## config.mk

```make
export PLATFORM = sky130hd
export DESIGN_NAME = rst_seq
export DESIGN_NICKNAME = d
export VERILOG_FILES = /design/src/rtl/rst_seq_pkg.sv /design/src/rtl/rst_seq_debounce.sv /design/src/rtl/rst_seq.sv
export SDC_FILE = /design/constraint.sdc
export NUM_CORES = 1
export LEC_CHECK = 0
export ABC_AREA = 1
export CAP_MARGIN = 20
export CORE_UTILIZATION = 43
export CTS_CLUSTER_SIZE = 12
export DETAILED_ROUTE_END_ITERATION = 7
export SLEW_MARGIN = 10
export SYNTH_ARGS = -nofsm -noshare
export SYNTH_HDL_FRONTEND = slang
export SYNTH_SLANG_ARGS = --single-unit
```

## constraint.sdc

```tcl
create_clock -name clk_i -period 1.95 [get_ports clk_i]
set_input_delay 0.585 -clock clk_i [delete_from_list [all_inputs] [get_ports clk_i]]
set_output_delay 0.585 -clock clk_i [all_outputs]
set_load 0.005 [all_outputs]
```

## src/rtl/rst_seq_pkg.sv

```systemverilog
// Shared types and constants for the reset sequencer.
package rst_seq_pkg;

    typedef enum logic [1:0] {
        ASSERT  = 2'd0,
        HOLD    = 2'd1,
        RELEASE = 2'd2,
        RUN     = 2'd3
    } rst_seq_state_e;

    localparam int unsigned CausePll = 0;
    localparam int unsigned CauseExt = 1;
    localparam int unsigned CauseSw  = 2;

endpackage

```

## src/rtl/rst_seq_debounce.sv

```systemverilog
// Debounces a synchronised active-low reset. The fault flag clears only after
// Cycles consecutive high samples.
module rst_seq_debounce #(
    parameter int unsigned Cycles = 1000
) (
    input  logic clk_i,
    input  logic rst_ni,
    input  logic in_i,
    output logic flt_o
);

    localparam int unsigned CntW = $clog2(Cycles + 1);
    localparam logic [CntW-1:0] CntSat = CntW'(Cycles);

    logic [CntW-1:0] cnt_q, cnt_d;
    logic            flt_q, flt_d;

    always_comb begin
        cnt_d = cnt_q;
        flt_d = flt_q;
        if (!in_i) begin
            cnt_d = '0;
            flt_d = 1'b1;
        end else if (cnt_q != CntSat) begin
            cnt_d = cnt_q + 1'b1;
            if (cnt_d == CntSat) flt_d = 1'b0;
        end
    end

    // The board reset reads as a fault out of reset until it has been seen stable.
    always_ff @(posedge clk_i or negedge rst_ni) begin
        if (!rst_ni) begin
            cnt_q <= '0;
            flt_q <= 1'b1;
        end else begin
            cnt_q <= cnt_d;
            flt_q <= flt_d;
        end
    end

    assign flt_o = flt_q;

endmodule

```

## src/rtl/rst_seq.sv

```systemverilog
// Reset sequencer: synchronises PLL lock and board reset, holds all domains in
// reset, then releases the active-low reset outputs one by one.
//
// state   | meaning
// ASSERT  | all outputs in reset, waiting for fault to clear
// HOLD    | counting fault-free cycles before the first release
// RELEASE | releasing rst_no[k] every GapCycles cycles
// RUN     | all resets released, cause register frozen
module rst_seq
    import rst_seq_pkg::*;
#(
    parameter int unsigned NumRst         = 3,
    parameter int unsigned SyncStages     = 2,
    parameter int unsigned DebounceCycles = 1000,
    parameter int unsigned HoldCycles     = 16,
    parameter int unsigned GapCycles      = 8
) (
    input  logic              clk_i,
    input  logic              rst_ni,
    input  logic              pll_locked_i,
    input  logic              ext_rst_ni,
    input  logic              sw_rst_req_i,
    output logic [NumRst-1:0] rst_no,
    output logic [2:0]        rst_cause_o,
    output logic              busy_o
);

    localparam int unsigned IdxW   = (NumRst > 1) ? $clog2(NumRst) : 1;
    localparam int unsigned TmrMax = (HoldCycles > GapCycles) ? HoldCycles : GapCycles;
    localparam int unsigned TmrW   = $clog2(TmrMax + 1);
    localparam logic [TmrW-1:0] HoldLoad = TmrW'(HoldCycles - 1);
    localparam logic [TmrW-1:0] GapLoad  = TmrW'(GapCycles - 1);
    localparam logic [IdxW-1:0] LastIdx  = IdxW'(NumRst - 1);

    logic [SyncStages-1:0] pll_sync_q, ext_sync_q;
    logic                  pll_s, ext_s, ext_flt, fault;
    logic [2:0]            cause_cur;

    rst_seq_state_e    state_q, state_d;
    logic [TmrW-1:0]   tmr_q, tmr_d;
    logic [IdxW-1:0]   idx_q, idx_d;
    logic [NumRst-1:0] rst_q, rst_d;
    logic [2:0]        cause_q, cause_d;
    logic              busy_q, busy_d;

    always_ff @(posedge clk_i or negedge rst_ni) begin
        if (!rst_ni) begin
            pll_sync_q <= '0;
            ext_sync_q <= '0;
        end else begin
            pll_sync_q <= {pll_sync_q[SyncStages-2:0], pll_locked_i};
            ext_sync_q <= {ext_sync_q[SyncStages-2:0], ext_rst_ni};
        end
    end

    assign pll_s = pll_sync_q[SyncStages-1];
    assign ext_s = ext_sync_q[SyncStages-1];

    rst_seq_debounce #(
        .Cycles (DebounceCycles)
    ) u_ext_debounce (
        .clk_i  (clk_i),
        .rst_ni (rst_ni),
        .in_i   (ext_s),
        .flt_o  (ext_flt)
    );

    always_comb begin
        cause_cur           = '0;
        cause_cur[CausePll] = !pll_s;
        cause_cur[CauseExt] = ext_flt;
        cause_cur[CauseSw]  = sw_rst_req_i;
    end

    assign fault = |cause_cur;

    always_comb begin
        state_d = state_q;
        tmr_d   = tmr_q;
        idx_d   = idx_q;
        rst_d   = rst_q;
        cause_d = cause_q;
        if (fault) begin
            state_d = ASSERT;
            rst_d   = '0;
            // A fresh fault after a clean run replaces the history; otherwise accumulate.
            cause_d = (state_q == RUN) ? cause_cur : (cause_q | cause_cur);
        end else begin
            case (state_q)
                ASSERT: begin
                    state_d = HOLD;
                    tmr_d   = HoldLoad;
                end
                HOLD: begin
                    if (tmr_q == '0) begin
                        rst_d   = rst_q | NumRst'(1);
                        idx_d   = IdxW'(1);
                        tmr_d   = GapLoad;
                        state_d = (NumRst == 1) ? RUN : RELEASE;
                    end else begin
                        tmr_d = tmr_q - 1'b1;
                    end
                end
                RELEASE: begin
                    if (tmr_q == '0) begin
                        rst_d = rst_q | (NumRst'(1) << idx_q);
                        tmr_d = GapLoad;
                        if (idx_q == LastIdx) state_d = RUN;
                        else                  idx_d   = idx_q + 1'b1;
                    end else begin
                        tmr_d = tmr_q - 1'b1;
                    end
                end
                default: ;
            endcase
        end
        busy_d = (state_d != RUN);
    end

    always_ff @(posedge clk_i or negedge rst_ni) begin
        if (!rst_ni) begin
            state_q <= ASSERT;
            tmr_q   <= '0;
            idx_q   <= '0;
            rst_q   <= '0;
            cause_q <= '0;
            busy_q  <= 1'b1;
        end else begin
            state_q <= state_d;
            tmr_q   <= tmr_d;
            idx_q   <= idx_d;
            rst_q   <= rst_d;
            cause_q <= cause_d;
            busy_q  <= busy_d;
        end
    end

    assign rst_no      = rst_q;
    assign rst_cause_o = cause_q;
    assign busy_o      = busy_q;

endmodule

```

# Yosys cells after proc, flatten, opt, wreduce, memory -nomap -nowiden
# Cells that the tools add are included.
[totals]
regBits = 31
in_bits = 5
out_inout_bits = 7
[classes]
n_addsub = 3
eq_ne = 15
shifts = 1
muxes = 21
bitwise = 3
n_reduce_logical = 15
[ops]
columns = ["operator", "n"]
rows = [
  ["$mux 10", 2],
  ["$mux 2", 7],
  ["$add 10x1->10 const B", 1],
  ["$eq 10x10->1 const B", 1],
  ["$ne 10x10->1 const B", 1],
  ["$ne 2x2->1 const B", 5],
  ["$pmux 5 s2", 1],
  ["$mux 3", 3],
  ["$reduce_bool 2->1", 4],
  ["$eq 2x2->1 const B", 3],
  ["$ne 3x3->1 const B", 2],
  ["$or 3x3->3", 2],
  ["$pmux 2 s3", 1],
  ["$pmux 3 s2", 1],
  ["$reduce_and 3->1", 2],
  ["$logic_not 5->1", 1],
  ["$mux 5", 1],
  ["$reduce_and 5->1", 1],
  ["$sub 5x1->5 const B", 1],
  ["$mux 1", 4],
  ["$ne 2x1->1 const B", 2],
  ["$pmux 2 s2", 1],
  ["$reduce_and 2->1", 2],
  ["$reduce_bool 3->1", 1],
  ["8 further kinds", 8],
]

# Longest topological paths before layout
# Gate-level depths: netlist of the first run.
[depth]
depth_word = 6
mapped_depth = 12
ltp_nobuf = 12

# By module
# From an unflattened synthesis of the first run, not the netlist that was laid out.
[hier_totals]
cells_unflattened = 196
hier_area_um2 = 1637.8
[by_module_without_submodules]
columns = ["module", "n_inst", "cells_each", "area_per_inst_um2", "seq_area_each_um2"]
rows = [
  ["rst_seq", 1, 110, 1016.0, 501.7],
  ["rst_seq_debounce", 1, 86, 621.8, 276.5],
]

# Least setup slack after synthesis of the first run
# No wires, ideal clock.
[synth_timing]
path_type = "input -> register"
start = "input port sw_rst_req_i"
end = "register tmr_q[4]"
setup_ns = 0.120
t_arrival_ns = 1.279
setup_slack_ns = 0.551
cell_stages = 5
path_buffers = 0
cell_sequence = "inv_1 -> nand3_2 -> nor2_2 -> nand3_1 -> o211a_1"
[synth_via]
elab_chain_cells = 3
[synth_rtl]
columns = ["item", "line", "text"]
rows = [
  ["start, declared", "rst_seq.sv:22", "input logic sw_rst_req_i,"],
  ["$reduce_or 3->1", "rst_seq.sv:75", "assign fault = |cause_cur;"],
  ["$not 1->1 (no source line)", "--", ""],
  ["$reduce_and 2->1 (no source line)", "--", ""],
  ["end signal, assigned", "rst_seq.sv:130", "tmr_q <= tmr_d;"],
  ["end, declared", "rst_seq.sv:40", "logic [TmrW-1:0] tmr_q, tmr_d;"],
]
# Every way passes these cells.
# A chain may end at the register's enable or synchronous reset.

# Worst setup path after layout of the first run
[layout_timing]
start = "register busy_q (netlist: busy_o)"
end = "output port busy_o"
[layout_rtl]
columns = ["item", "line", "text"]
rows = [
  ["start, declared", "rst_seq.sv:44", "logic busy_q, busy_d;"],
  ["start signal, assigned", "rst_seq.sv:134", "busy_q <= busy_d;"],
  ["end, declared", "rst_seq.sv:25", "output logic busy_o"],
]
# No word-level cell between the ends.

==> results.sh, run 1 <==
export IMPL_n_antenna_cell=0
export IMPL_final_hold_viol_count=0
export IMPL_netlist_area_um2=1622
export IMPL_rows=21
export IMPL_vias=1239
export IMPL_cp_slowest_stage_delay_ns=0.51
export IMPL_drc=0
export IMPL_viasPerCell=4.917
export IMPL_rsz0062_at_grt="false"
export IMPL_path_max_fanout=1
export IMPL_critPathArrivalTime_ns=1.28
export IMPL_yosysWarnings=0
export IMPL_max_vdd_ir_drop_uv=433.9
export IMPL_tightest_slew_ns=0.3827
export IMPL_drive_gt1_frac=0.1748
export IMPL_drt_initial_drc_count=29
export IMPL_synth_top_cell_area_share=0.4475
export IMPL_drtAntennaViolNets=0
export IMPL_finClkSkew_ns=0.005137
export IMPL_intPower_mw=1.082
export IMPL_hold_buffers=0
export IMPL_fin_tns_setup_ns=0
export IMPL_drv_cap=0
export IMPL_pwr_share_seq=0.490
export IMPL_coreArea_um2=3468
export IMPL_path_cells="clkdlybuf4s50_1"
export IMPL_cts_buffers=5
export IMPL_max_freq_ghz=0.5359
export IMPL_post_cts_setup_buffers=0
export IMPL_pre_cts_ws_ns=0.03964
export IMPL_cts_max_path_buffers=2
export IMPL_yosysUniqueCellTypes=27
export IMPL_final_util=0.5541
export IMPL_drv_slew=0
export IMPL_power_density_nw_per_um2=703.0
export IMPL_grtUsageTotal=0.1739
export IMPL_fp_dieArea_um2=4021
export IMPL_io_buffer_count=11
export IMPL_critPathKind="reg -> out"
export IMPL_syn_area_per_cell_um2=8.765
export IMPL_setup_viol=0
export IMPL_io_pins=12
export IMPL_ys_seq_area_frac=0.4799
export IMPL_synth_most_common_cell="nand2_1"
export IMPL_die_h_um=63.41
export IMPL_ctsRootBufferMaster="clkbuf_8"
export IMPL_hold_slack_ns=0.3592
export IMPL_end_kind="primary output"
export IMPL_grt_overflow=0
export IMPL_die_x_um=63.41
export IMPL_path_clk_slew_ns=0.06
export IMPL_hpwlAfterDp_um=2176
export IMPL_startpoint_type="register"
export IMPL_wl_um=2876
export IMPL_critical_path_top_delay_family="flip-flops"
export IMPL_critPathRequiredTime_ns=1.36
export IMPL_status="completed"
export IMPL_start_util=0.4675
export IMPL_power_share_clock=0.479
export IMPL_cp_buffers_inverters=1
export IMPL_period_share=0.9570
export IMPL_fillers=307
export IMPL_fin_nets=221
export IMPL_grt_max_degree=32
export IMPL_p_sw_mw=0.2688
export IMPL_async_flop_share=1.000
export IMPL_grt_pass1_wl_um=5382
export IMPL_slew_headroom=0.7449
export IMPL_yosys_area_top_type="dfrtp_1"
export IMPL_synth_area_leaders="dfrtp_1 45%, nand2_1 10%, ha_1 8.5%"
export IMPL_hold_path_class="reg -> reg"
export IMPL_syn2layout_area_growth_pct=18.52
export IMPL_cts_resized=0
export IMPL_cts_tree="yes"
export IMPL_setup_ws_ns=0.08390
export IMPL_place_gp_congestion=0.8281
export IMPL_synth_edff_count=0
export IMPL_synth_common_cells="45 x nand2_1, 29 x dfrtp_1, 24 x inv_1"
export IMPL_ctsHtreeMaxLevel=2
export IMPL_synth_main_ff_cell="dfrtp_1"
export IMPL_routedWlPerCell_um=11.41
export IMPL_p_leak_nw=0.8634
export IMPL_sw_frac_of_total=0.1990
export IMPL_crit_slowest_cell="dfstp_2"
export IMPL_synth_seq_cells=31
export IMPL_clock_sinks=31
export IMPL_p_comb_frac=0.031
export IMPL_synth_cells=185
export IMPL_firstDrtPassIters=4
export IMPL_syn_nets=201
export IMPL_insertion_delay_ns=0.28
export IMPL_grt_pass1_vias=1309
export IMPL_fin_crit_ns=1.866
export IMPL_power_total_mw=1.351
export IMPL_grt_antenna_before_repair=0
==> routing by layer <==
| layer | track usage | part of all wire |
|---|---|---|
| met1 | 0.1851 | 0.43 |
| met4 | 0.07102 | 0.017 |
| met3 | 0.05616 | 0.032 |
| met5 | 0 | 0 |
| met2 | 0.3125 | 0.53 |
==> power by group through the flow <==
| stage | Sequential (mW) | Clock, mW | Combinational, mW |
|---|---|---|---|
| final | 0.662 | 0.647 | 0.0414 |
| after global placement | 0.673 | 0 | 0.0424 |
| after CTS | 0.662 | 0.672 | 0.0437 |
| after floorplan | 0.671 | 0 | 0.0175 |
| after global routing | 0.663 | 0.704 | 0.0508 |
| after detailed placement | 0.674 | 0 | 0.0435 |
==> sequential cells by signal, indices dropped and copies added (netlist names) <==
name	count
idx_q	2
u_ext_debounce.flt_o	1
ext_sync_q	2
busy_o	1
pll_sync_q	2
u_ext_debounce.cnt_q	10
rst_cause_o	3
state_q	2
rst_no	3
tmr_q	5
==> cells by family (layout without fill, tap and decap cells) <==
kind of cell,Yosys count,in the layout,synth area share
adder cells (fa/ha/maj),11,11,0.08488
AND/OR/NAND/NOR,89,89,0.2701
flip-flops,31,31,0.4799
AO/OA/AOI/OAI,24,24,0.08874
XOR/XNOR,2,2,0.01080
buffers and inverters,28,49,0.06559
==> stage by stage <==
step | std cells | area, um^2
2_1_floorplan | 185 | 1622
3_3_place_gp | 244 | 1804
3_5_place_dp | 244 | 1804
4_1_cts | 252 | 1922
5_1_grt | 252 | 1922
6_report | 252 | 1922
==> cell type report <==
cell class / count / area (um^2) / area share
clock buffers: 6 / 82.58 / 0.04297
inverters: 28 / 106.4 / 0.05534
multi-input cells: 126 / 737.0 / 0.3835
clock inverters: 2 / 35.03 / 0.01823
well taps: 46 / 57.56 / 0.02995
flip-flops and latches: 31 / 778.2 / 0.4049
repair buffers: 13 / 125.1 / 0.06510
==> layout by cell type, fill, tap and decap left out, drive strengths merged <==
cell,instances
nor2,19
bufinv,1
o221ai,1
nand3b,4
o21bai,1
clkdlybuf4s50,11
dfrtp,29
nand3,13
a21oi,10
dfstp,2
clkbuf,6
ha,11
xor2,2
nand4,2
a31o,1
inv,27
clkinv,2
nor3,1
nand2,50
o211a,1
o211ai,2
buf,2
o21ai,8
==> worst paths after layout <==
check | from | endpoint | slack (ns) | depth (start not counted)
worst max-delay path | busy_o$_DFF_PN1_ | busy_o | 0.08 | 1
worst max register to register | tmr_q[0]$_DFFE_PN0P_ | idx_q[1]$_DFFE_PN0P_ | 0.43 | 8
min in group asynchronous | rst_ni | u_ext_debounce.cnt_q[7]$_DFFE_PN0P_ | 0.69 | 2
worst min register to register | ext_sync_q[0]$_DFF_PN0_ | ext_sync_q[1]$_DFF_PN0_ | 0.36 | 0
worst min-delay path | ext_sync_q[0]$_DFF_PN0_ | ext_sync_q[1]$_DFF_PN0_ | 0.36 | 0
max in group asynchronous | rst_ni | busy_o$_DFF_PN1_ | 0.93 | 2
Note: power is estimated with default switching activity, not from simulation.
==> run 2, diff against run 1 <==
Settings changed: CORE_MARGIN from default to 2, HOLD_SLACK_MARGIN from default to 0.06.
==> results.sh, run 2 (synthesis gave the netlist of run 1 again) <==
export IMPL_use_met2=0.2321
export IMPL_top_register="u_ext_debounce.cnt_q"
export IMPL_cts_resized=0
export IMPL_max_freq_ghz=0.5335
export IMPL_p_leak_nw=0.8445
export IMPL_cts_buffers=5
export IMPL_die_h_um=65.41
export IMPL_io_buffer_count=11
export IMPL_globalRouteMet1Util=0.2087
export IMPL_power_density_nw_per_um2=623.4
export IMPL_fin_tns_setup_ns=0
export IMPL_grt_pass1_wl_um=4995
export IMPL_drc=0
export IMPL_largestRegisters="u_ext_debounce.cnt_q x10, tmr_q x5"
export IMPL_ff2ff_setup_slack_ns=0.44
export IMPL_coreArea_um2=3633
export IMPL_grt_antenna_before_repair=0
export IMPL_firstDrtPassIters=6
export IMPL_routedWlPerCell_um=11.35
export IMPL_rows=22
export IMPL_n_antenna_cell=0
export IMPL_io_pins=12
export IMPL_start_util=0.4463
export IMPL_finClkSkew_ns=0.004940
export IMPL_path_clk_slew_ns=0.06
export IMPL_status="completed"
export IMPL_power_total_mw=1.177
export IMPL_critPathArrivalTime_ns=1.29
export IMPL_grtUsageTotal=0.1560
export IMPL_critPathRequiredTime_ns=1.36
export IMPL_grtUsageMet3=0.05308
export IMPL_insertion_delay_ns=0.28
export IMPL_viasPerCell=4.815
export IMPL_max_vdd_ir_drop_uv=333.5
export IMPL_place_gp_congestion=0.8600
export IMPL_cp_buffers_inverters=1
export IMPL_drtAntennaViolNets=0
export IMPL_largest_register_ffs=10
export IMPL_period_share=0.9612
export IMPL_grt_pass1_vias=1142
export IMPL_die_x_um=65.41
export IMPL_path_max_fanout=1
export IMPL_clock_sinks=31
export IMPL_rsz0062_at_grt="false"
export IMPL_hpwlAfterDp_um=2166
export IMPL_path_cells="clkdlybuf4s50_1"
export IMPL_drive_gt1_frac=0.1650
export IMPL_wl_um=2884
export IMPL_setup_viol=0
export IMPL_syn2layout_area_growth_pct=16.44
export IMPL_final_common_cell="nand2_1"
export IMPL_grt_overflow=0
export IMPL_cp_slowest_stage_delay_ns=0.52
export IMPL_post_cts_setup_buffers=0
export IMPL_cts_tree="yes"
export IMPL_startpoint_type="register"
export IMPL_ctsRootBufferMaster="clkbuf_8"
export IMPL_drv_slew=0
export IMPL_cts_max_path_buffers=2
export IMPL_ctsHtreeMaxLevel=2
export IMPL_busiest_layer="met2"
export IMPL_crit_slowest_cell="dfstp_2"
export IMPL_slew_headroom=0.7418
export IMPL_end_kind="primary output"
export IMPL_vias=1223
export IMPL_fin_crit_ns=1.874
export IMPL_hold_path_class="reg -> reg"
export IMPL_final_hold_viol_count=0
export IMPL_tightest_slew_ns=0.3873
export IMPL_critPathKind="reg -> out"
export IMPL_hold_buffers=0
export IMPL_drt_initial_drc_count=52
export IMPL_most_common_layout_cells="45 x nand2_1, 29 x dfrtp_1, 24 x inv_1"
export IMPL_grt_max_degree=32
export IMPL_critical_path_top_delay_family="flip-flops"
export IMPL_fp_dieArea_um2=4278
export IMPL_fin_nets=221
export IMPL_drv_cap=0
-- run 2: per-stage QoR --
stage	hold slack [ns]	instance area (um^2)	setup slack, ns	utilization	cells
after global placement	0.3348	1807	0.1155	0.4972	246
final	0.3582	1888	0.07573	0.5196	254
after detailed placement	0.3419	1807	0.07158	0.4972	246
after floorplan	0.2894	1622	0.5508	-	185
after CTS	0.3623	1888	0.05511	0.5196	254
after global routing	0.3776	1888	0.05177	0.5196	254
-- run 2: where the power goes --
group          internal, mW  switching [mW]
clock                 0.250           0.223
combinational        0.0167          0.0251
sequential            0.653         0.00922
total                 0.919           0.258
-- run 2: worst reg2reg max path, stage by stage (launching register included) --
cell and delay, ns:
dfrtp_1 0.36, inv_1 0.10, ha_1 0.22, nand3_2 0.12
nor2_4 0.16, o211ai_1 0.14, a21oi_2 0.17, nand3_1 0.08
o21ai_0 0.08
-- run 2: worst paths after layout --
check | start | endpoint | depth (start not counted)
max | busy_o$_DFF_PN1_ | busy_o | 1
min | pll_sync_q[0]$_DFF_PN0_ | pll_sync_q[1]$_DFF_PN0_ | 0
max reg2reg | tmr_q[0]$_DFFE_PN0P_ | idx_q[1]$_DFFE_PN0P_ | 8
min reg2reg | pll_sync_q[0]$_DFF_PN0_ | pll_sync_q[1]$_DFF_PN0_ | 0
max in group asynchronous | rst_ni | u_ext_debounce.flt_o$_DFFE_PN1P_ | 2
min in group asynchronous | rst_ni | rst_no[0]$_DFFE_PN0P_ | 2
-- run 2: routing by layer --
metal	routed length [um]	vias up	share of wire
met2	1329	16	0.46
met3	118	5	0.041
met4	44	0	0.015
met5	0	-	0
li1	-	633	-
met1	1391	569	0.48
-- run 2: layout make-up --
| type | count | area (um^2) |
|---|---|---|
| multi-input combinational | 126 | 737.0 |
| timing repair buffer | 13 | 125.1 |
| clock buffer | 7 | 76.32 |
| sequential | 31 | 778.2 |
| clock inverter | 1 | 5.005 |
| tap | 48 | 60.06 |
| inverter | 28 | 106.4 |
| fill | 365 | 1745 |
==> run 3, diff against run 2 <==
Settings changed: HOLD_SLACK_MARGIN 0.06 to 0.12.
==> results of run 3 <==
No change in the layout: final DEF, timing and power equal those of run 2.
